### config.mk
export PLATFORM = sky130hd
export DESIGN_NAME = cam_boot_monitor
export DESIGN_NICKNAME = d
export VERILOG_FILES = /design/src/rtl/cam_boot_monitor_pkg.sv /design/src/rtl/cam_boot_monitor_sync_edge.sv /design/src/rtl/cam_boot_monitor.sv
export SDC_FILE = /design/constraint.sdc
export NUM_CORES = 1
export LEC_CHECK = 0
export ABC_AREA = 1
export BUFFER_PORTS_ARGS = -buffer_cell sky130_fd_sc_hd__buf_4
export CORE_MARGIN = 3
export CORE_UTILIZATION = 45
export CTS_BUF_LIST = sky130_fd_sc_hd__clkbuf_2
export CTS_CLUSTER_DIAMETER = 30
export DETAILED_ROUTE_END_ITERATION = 12
export HOLD_SLACK_MARGIN = 0.03
export MAX_ROUTING_LAYER = met4
export REMOVE_ABC_BUFFERS = 1
export SKIP_CTS_REPAIR_TIMING = 1
export SLEW_MARGIN = 0
export SYNTH_ARGS = -nofsm -noshare
export SYNTH_HDL_FRONTEND = slang
export SYNTH_SLANG_ARGS = --single-unit
### constraint.sdc
create_clock -name clk -period 9.85 [get_ports clk]
set_input_delay 0.985 -clock clk [delete_from_list [all_inputs] [get_ports clk]]
set_output_delay 0.985 -clock clk [all_outputs]
set_load 0.01 [all_outputs]
### src/rtl/cam_boot_monitor_pkg.sv
// Shared camera definitions: FSM state encodings and default timing constants,
// common to the boot monitor and the power-up sequencer.
package cam_boot_monitor_pkg;

  typedef enum logic [2:0] {
    ST_WAIT_FIRST = 3'd0,
    ST_MEASURE    = 3'd1,
    ST_READY      = 3'd2,
    ST_RETRY      = 3'd3,
    ST_FAIL       = 3'd4
  } cam_state_e;

  localparam logic [23:0] DEF_TIMEOUT_CYCLES = 24'd8_000_000;
  localparam logic [23:0] DEF_PERIOD_TOL     = 24'd4096;

  function automatic logic [23:0] abs_diff(input logic [23:0] a, input logic [23:0] b);
    return (a > b) ? (a - b) : (b - a);
  endfunction

endpackage

### src/rtl/cam_boot_monitor_sync_edge.sv
// Two-flop synchronizer followed by a registered rising-edge pulse.
// The pulse is high for one clk, three clks after the asynchronous input rises.
module sync_edge (
  input  logic clk,
  input  logic resetn,
  input  logic din,
  output logic pulse
);

  logic meta;
  logic sync;
  logic prev;

  always_ff @(posedge clk or negedge resetn) begin
    if (!resetn) begin
      meta  <= 1'b0;
      sync  <= 1'b0;
      prev  <= 1'b0;
      pulse <= 1'b0;
    end else begin
      meta  <= din;
      sync  <= meta;
      prev  <= sync;
      pulse <= sync & ~prev;
    end
  end

endmodule

### src/rtl/cam_boot_monitor.sv
// Camera boot monitor: declares the sensor alive once VSYNC arrives at a stable
// period, and requests bounded sensor-reset retries on silence.
module cam_boot_monitor
  import cam_boot_monitor_pkg::*;
#(
  parameter logic [23:0] TIMEOUT_CYCLES = DEF_TIMEOUT_CYCLES,
  parameter int unsigned STABLE_FRAMES  = 4,
  parameter logic [23:0] PERIOD_TOL     = DEF_PERIOD_TOL,
  parameter int unsigned MAX_RETRIES    = 3
) (
  input  logic        clk,
  input  logic        resetn,
  input  logic        cam_vsync,
  output logic        cam_ready,
  output logic        cam_rst_req,
  output logic        cam_fail,
  output logic [23:0] frame_period,
  output logic [1:0]  retry_cnt,
  output logic [2:0]  state_o
);

  localparam logic [3:0] STABLE_TGT = STABLE_FRAMES[3:0];
  localparam logic [1:0] RETRY_MAX  = MAX_RETRIES[1:0];

  cam_state_e  state;
  logic        vs_edge;
  logic [23:0] timer;
  logic [23:0] ref_period;
  logic        have_ref;
  logic [3:0]  stable_cnt;

  logic        timeout;
  logic [23:0] period;
  logic        in_tol;
  logic [3:0]  stable_next;
  logic [23:0] timer_next;

  sync_edge u_vsync_edge (
    .clk    (clk),
    .resetn (resetn),
    .din    (cam_vsync),
    .pulse  (vs_edge)
  );

  always_comb begin
    timeout     = (timer == TIMEOUT_CYCLES);
    period      = timer + 24'd1;
    in_tol      = (abs_diff(period, ref_period) <= PERIOD_TOL);
    stable_next = stable_cnt + 4'd1;
    timer_next  = timeout ? timer : (timer + 24'd1);
  end

  assign state_o = state;

  // Entry into RETRY already knows whether a request is due, so the pulse
  // lines up with the single RETRY clk; retry_cnt advances when it leaves.
  always_ff @(posedge clk or negedge resetn) begin
    if (!resetn) begin
      state        <= ST_WAIT_FIRST;
      timer        <= '0;
      ref_period   <= '0;
      have_ref     <= 1'b0;
      stable_cnt   <= '0;
      cam_ready    <= 1'b0;
      cam_rst_req  <= 1'b0;
      cam_fail     <= 1'b0;
      frame_period <= '0;
      retry_cnt    <= '0;
    end else begin
      cam_rst_req <= 1'b0;
      timer       <= timer_next;
      case (state)
        ST_WAIT_FIRST: begin
          if (vs_edge) begin
            state      <= ST_MEASURE;
            timer      <= '0;
            have_ref   <= 1'b0;
            stable_cnt <= '0;
          end else if (timeout) begin
            state       <= ST_RETRY;
            timer       <= '0;
            cam_rst_req <= (retry_cnt != RETRY_MAX);
          end
        end
        ST_MEASURE: begin
          if (vs_edge) begin
            timer      <= '0;
            ref_period <= period;
            if (!have_ref) begin
              have_ref <= 1'b1;
            end else if (in_tol) begin
              frame_period <= period;
              stable_cnt   <= stable_next;
              if (stable_next == STABLE_TGT) begin
                state     <= ST_READY;
                cam_ready <= 1'b1;
              end
            end else begin
              stable_cnt <= '0;
            end
          end else if (timeout) begin
            state       <= ST_RETRY;
            timer       <= '0;
            cam_rst_req <= (retry_cnt != RETRY_MAX);
          end
        end
        ST_READY: begin
          if (vs_edge) begin
            timer      <= '0;
            ref_period <= period;
            if (in_tol) begin
              frame_period <= period;
            end else begin
              state      <= ST_MEASURE;
              cam_ready  <= 1'b0;
              stable_cnt <= '0;
              have_ref   <= 1'b1;
            end
          end else if (timeout) begin
            state       <= ST_RETRY;
            timer       <= '0;
            cam_ready   <= 1'b0;
            cam_rst_req <= (retry_cnt != RETRY_MAX);
          end
        end
        ST_RETRY: begin
          timer <= '0;
          if (retry_cnt == RETRY_MAX) begin
            state    <= ST_FAIL;
            cam_fail <= 1'b1;
          end else begin
            retry_cnt <= retry_cnt + 2'd1;
            state     <= ST_WAIT_FIRST;
          end
        end
        ST_FAIL: begin
          timer     <= timer;
          cam_fail  <= 1'b1;
          cam_ready <= 1'b0;
        end
        default: begin
          state <= ST_WAIT_FIRST;
          timer <= '0;
        end
      endcase
    end
  end

endmodule

After elaboration in Yosys (flattened, before gate mapping)
Index checks and enable logic that the tools add are counted.
- word-level logic and storage cells: 105
- register bits: 89
- bits of input ports: 3
- bitwise logic cells: 4
- equal/unequal tests: 21
- reductions and logical operators: 15
- add/subtract/negate cells: 5
- order comparisons: 2
- multiplexer cells: 44
- operators by type and width (kind ; number):
    $mux 24 ; 7
    $pmux 24 s2 ; 2
    $sub 24x24->24 ; 2
    $mux 3 ; 9
    $add 24x1->24 const B ; 1
    $eq 24x23->1 const B ; 1
    $gt 24x24->1 ; 1
    $le 24x13->1 const B ; 1
    $mux 4 ; 6
    $mux 1 ; 15
    $pmux 3 s5 ; 1
    $ne 2x2->1 const B ; 6
    $ne 3x3->1 const B ; 4
    $pmux 4 s3 ; 1
    $reduce_and 5->1 ; 2
    $reduce_and 7->1 ; 1
    $eq 3x2->1 const B ; 2
    $ne 2x1->1 const B ; 3
    $pmux 1 s3 ; 2
    $reduce_and 2->1 ; 3
    $reduce_and 6->1 ; 1
    $reduce_bool 3->1 ; 2
    $add 4x1->4 const B ; 1
    $eq 4x3->1 const B ; 1
    13 further kinds ; 16

Longest topological paths before layout
- depth after elaboration: 8
- gate-level depth with buffers: 35
- gate-level depth less buffers: 35

By module
Synthesis repeated with hierarchy kept, for this count alone.
- cells, all modules: 1007
- area, all modules: 6935.4 um^2
- modules (own cells, without submodules) (module ; area each (um^2) ; times used ; cells an instance):
    cam_boot_monitor ; 6825.3 ; 1 ; 1001
    sync_edge ; 110.1 ; 1 ; 6

Least setup slack after synthesis
OpenSTA, ideal clock, no wires.
- path type: reg2reg
- from: register timer[0]
- to: register frame_period[14]
- arrival: 4621 ps
- data required time: 9718 ps
- stages on the path, launching flop included: 34
- setup slack: 5098 ps
- period minus slack after synthesis: 4752 ps
- path buffers: 3
- library setup time: 132 ps
- cell sequence: dfrtp_1 > inv_1 > nor3_1 > inv_1 > nor2_1 > nand3_1 > nor2_1 > nand3_1 > nor4_1 > nand3_1 > xor2_1 > inv_1 > ha_1 > nand2_1 > nor3_2 > nand2_1 > clkinv_1 > nand2_2 > nand3_4 > nand2_8 > inv_6 > buf_8 > nand2_2 > nand3_1 > a21oi_2 > nand3_2 > nor2_4 > nand2_2 > nor3_2 > inv_2 > buf_6 > buf_6 > nand2_1 > o21ai_1
- longest elaborated chain between the ends: 8
- elaborated cells between the ends (all ways): 11
- those cells by class: 3 x add/sub; 2 x order compare; 6 x mux
- RTL lines (what ; RTL line ; RTL):
    start, declared ; cam_boot_monitor.sv:27 ; logic [23:0] timer;
    start signal, assigned ; cam_boot_monitor.sv:71 ; timer <= timer_next;
    start signal, assigned ; cam_boot_monitor.sv:137 ; timer <= timer;
    $add 24x1->24 * ; cam_boot_monitor.sv:47 ; period = timer + 24'd1;
    net period[0] ; cam_boot_monitor.sv:33 ; logic [23:0] period;
    $sub 24x24->24 or $gt 24x24->1 (tied branches) ; cam_boot_monitor_pkg.sv:17 ; return (a > b) ? (a - b) : (b - a);
    $mux 24 * ; cam_boot_monitor_pkg.sv:17 ;
    $le 24x13->1 * ; cam_boot_monitor.sv:48 ; in_tol = (abs_diff(period, ref_period) <= PERIOD_TOL);
    $mux 24 * ; cam_boot_monitor.sv:91, cam_boot_monitor.sv:111 ;
    $mux 24 ; cam_boot_monitor.sv:89 ; if (!have_ref) begin
    $mux 24 ; cam_boot_monitor.sv:86 ; if (vs_edge) begin
    $pmux 24 s2 * ; cam_boot_monitor.sv:72 ; case (state)
    end signal, assigned ; cam_boot_monitor.sv:92 ; frame_period <= period;
    end signal, assigned ; cam_boot_monitor.sv:112 ; frame_period <= period;
    end, declared ; cam_boot_monitor.sv:17 ; output logic [23:0] frame_period,
The timed path passes the listed nets; every way through them passes the cells marked *. The select of a mux whose other input is x is not followed.
A chain may end at the register's enable or synchronous reset.

Final worst setup path
- from: register timer[0]
- to: register frame_period[2]
Same word-level chain as after synthesis.

==> reports/qor.txt <==
H-tree depth: 3
#FFs+latches synth: 89
Switching pwr: 1.215 mW
Tot Pwr: 2.191 mW
Wirelength per Cell: 15.15 microns
Drt pass-1 iters: 6
GRT Total Usage: 22.86%
Vias in the first global route: 6259
TNS Setup: 0 ps
Sequential cell area fraction in the yosys report: 31.16%
Peak VDD IR: 0.1817 mV
Main synth FF type: dfrtp_1
DRT iter0 DRCs: 556
Initial cell density of the core: 46.50%
Routed wire length: 19260 microns
Row count: 45
Worst slew pin tran: 948.3 ps
CP Max Fanout: 47
Reg-to-Reg Start: timer[0]
Area grow syn2layout: 7.178%
Cells after synthesis: 1028
CTS buffer count: 9
Final min period: 6241 ps
I/O pins: 35
Final #Nets: 1108
CTS max path bufs: 2
First-pass GRT wire length: 31780 microns
Final Max Slew Viols: 0
Run status: finished clean
Initial antenna violation count: 1
Cell Pwr Density: 286.1 nW/um^2
Share of cells above drive strength 1: 10.20%
Crit Path Category: reg2reg
Synthesized area: 7147 sq um
Fmax: 160.2 MHz
Clk_lat worst skew: 560 ps
Clock Tree Root: clkbuf_2
Cell count of the worst reg-to-reg path: 32
# setup viols final: 0
Placed instance area: 7530 sq um
Setup crit end: frame_period[2]
Clock power frac: 9.1%
Most frequent CP cell: nand2_1
Inst Count DP: 1254
Flop pwr share: 19.2%
FF-to-FF End: frame_period[2]
Clk_skew: 29.07 ps
FF-to-FF setup slack: 3610 ps
CP max stage delay: 720 ps
Die area: 17430 sq um
Global route total overflow: 0
Asr flop ratio synth: 100.0%
Yosys warns: 0
IO Port Bufs: 34
Max Cap Viol: 0
Synthesized area per cell: 6.952 sq um
Die extent in y: 132.0 microns
DRC: 0
Hold Vio Cnt, Final: 0
CP arrival: 6740 ps
Crit. End Element: register
Routed Antenna Nets: 0
Core Area: 15370 sq um
Final instance area: 7660 sq um
Power Internal: 976.6 uW
Min-delay worst type: in2async
DR vias: 6711
Gate power share: 71.7%
Switching share of power: 55.43%
Die W: 132.0 microns
CP max-delay cell: inv_2
Clock transition at the registers of the reported paths: 270 ps
RSZ-0062 raised after global routing: false
Finished Layout Cells: 1271
EDFF count, synth: 0
Synth unique cells: 47
CP Launch Type: register
Crit. Startpoint: timer[0]
Vias/cell: 5.280
Critical Path RT: 10350 ps
Largest net degree at the start of global routing: 55
Slew margin rel.: 36.68%
Clk sinks: 89
Final HPWL DP: 15530 microns
RePlAce Congestion: 0.9714
CTS tree: done
Final Cycle Share: 63.36%
Pleak: 4.098 nW
state kept, by name, indices dropped and copies added, names as in the netlist, 2 cells and up:
| register | cells |
|---|---|
| timer | 24 |
| state_o | 3 |
| stable_cnt | 4 |
| ref_period | 24 |
| frame_period | 24 |
| retry_cnt | 2 |
cells in the final DEF (no fill, tap or decap), types with 4 or more instances in the layout:
| cell type | Yosys | final |
|---|---|---|
| buf_4 | 2 | 37 |
| o211ai_1 | 6 | 6 |
| inv_1 | 159 | 159 |
| o21ai_1 | 10 | 10 |
| o21ai_2 | 14 | 14 |
| dfrtp_1 | 89 | 89 |
| a31oi_1 | 4 | 4 |
| inv_6 | 1 | 4 |
| nand2_1 | 288 | 288 |
| nand3_1 | 56 | 56 |
| nor4_1 | 12 | 12 |
| o22ai_1 | 21 | 21 |
| nand4_1 | 17 | 17 |
| clkbuf_2 | 1 | 9 |
| nor3_1 | 17 | 17 |
| nand2_2 | 17 | 17 |
| nand3b_1 | 5 | 5 |
| xor2_1 | 26 | 26 |
| nor2_1 | 56 | 56 |
| inv_2 | 4 | 4 |
| o21ai_0 | 62 | 62 |
| a21o_1 | 4 | 4 |
| ha_1 | 51 | 51 |
| a21oi_1 | 53 | 53 |
cells by family after synthesis:
group	Yosys count	synth area share, %
AND/OR/NAND/NOR	484	30.13
buffers and inverters	188	11.01
AO/OA/AOI/OAI	186	15.06
flip-flops	89	31.16
adder cells (fa/ha/maj)	51	8.929
XOR/XNOR	29	3.554
multiplexers	1	0.1576
how the worst min path moves through the flow:
stage	from	to	slack (ps)	cells past startpoint
after global routing	resetn	ref_period[18]	290	1
after global placement	u_vsync_edge.meta	u_vsync_edge.sync	350	0
after floorplan	u_vsync_edge.meta	u_vsync_edge.sync	330	0
final	resetn	ref_period[18]	310	1
after CTS	resetn	frame_period[18]	300	1
after detailed placement	u_vsync_edge.meta	u_vsync_edge.sync	350	0
power by group through the flow:
stage	logic (mW)	registers, mW	clock network (mW)
final	1.57	0.421	0.200
after global routing	1.78	0.425	0.223
after CTS	1.55	0.420	0.208
after detailed placement	1.55	0.426	0
after global placement	1.55	0.426	0
after floorplan	1.17	0.428	0
synth_stat cells, types with 17 or more instances:
| cell type | count | share of area [%] |
|---|---|---|
| o22ai_1 | 21 | 1.8 |
| dfrtp_1 | 89 | 31 |
| o21ai_0 | 62 | 4.3 |
| a21oi_1 | 53 | 3.7 |
| ha_1 | 51 | 8.9 |
| nor2_1 | 56 | 2.9 |
| nand2_1 | 288 | 15 |
| inv_1 | 159 | 8.4 |
| nand2_2 | 17 | 1.5 |
| nand4_1 | 17 | 1.5 |
| nor3_1 | 17 | 1.2 |
| xor2_1 | 26 | 3.2 |
| nand3_1 | 56 | 3.9 |
worst max-delay path, delay by kind of cell (launching register included):
| kind | cells | cell delay [ps] |
|---|---|---|
| compound gates | 1 | 90 |
| xor+xnor | 1 | 500 |
| fa+ha+maj | 1 | 370 |
| buf+inv | 7 | 1440 |
| flops | 1 | 520 |
| simple gates | 22 | 3220 |
area by class of cell:
cell class | count | area [sq um]
fill | 1599 | 7711
multi-input combinational | 751 | 4133
sequential | 89 | 2227
inverter | 166 | 628.1
timing repair buffer | 37 | 277.8
tap | 211 | 264.0
clock inverter | 7 | 82.58
clock buffer | 9 | 45.04
antenna | 1 | 2.502
metrics by stage:
stage	worst slack, ps	utilization [%]	hold WS, ps
global route	2891	49.83	285.8
CTS	3613	49.82	304.8
detailed placement	3702	48.99	347.1
floorplan	4964	-	331.2
global placement	3910	48.99	348.2
finish	3609	49.83	314.9
layer usage:
metal	routed length, microns	GRT usage (%)	up-vias
met1	9460	32.25	3120
met3	698	2.290	36
met2	8674	35.49	172
met5	0	-	-
met4	425	5.776	0
li1	-	-	3383
Note: power is estimated with default switching activity, not from simulation.
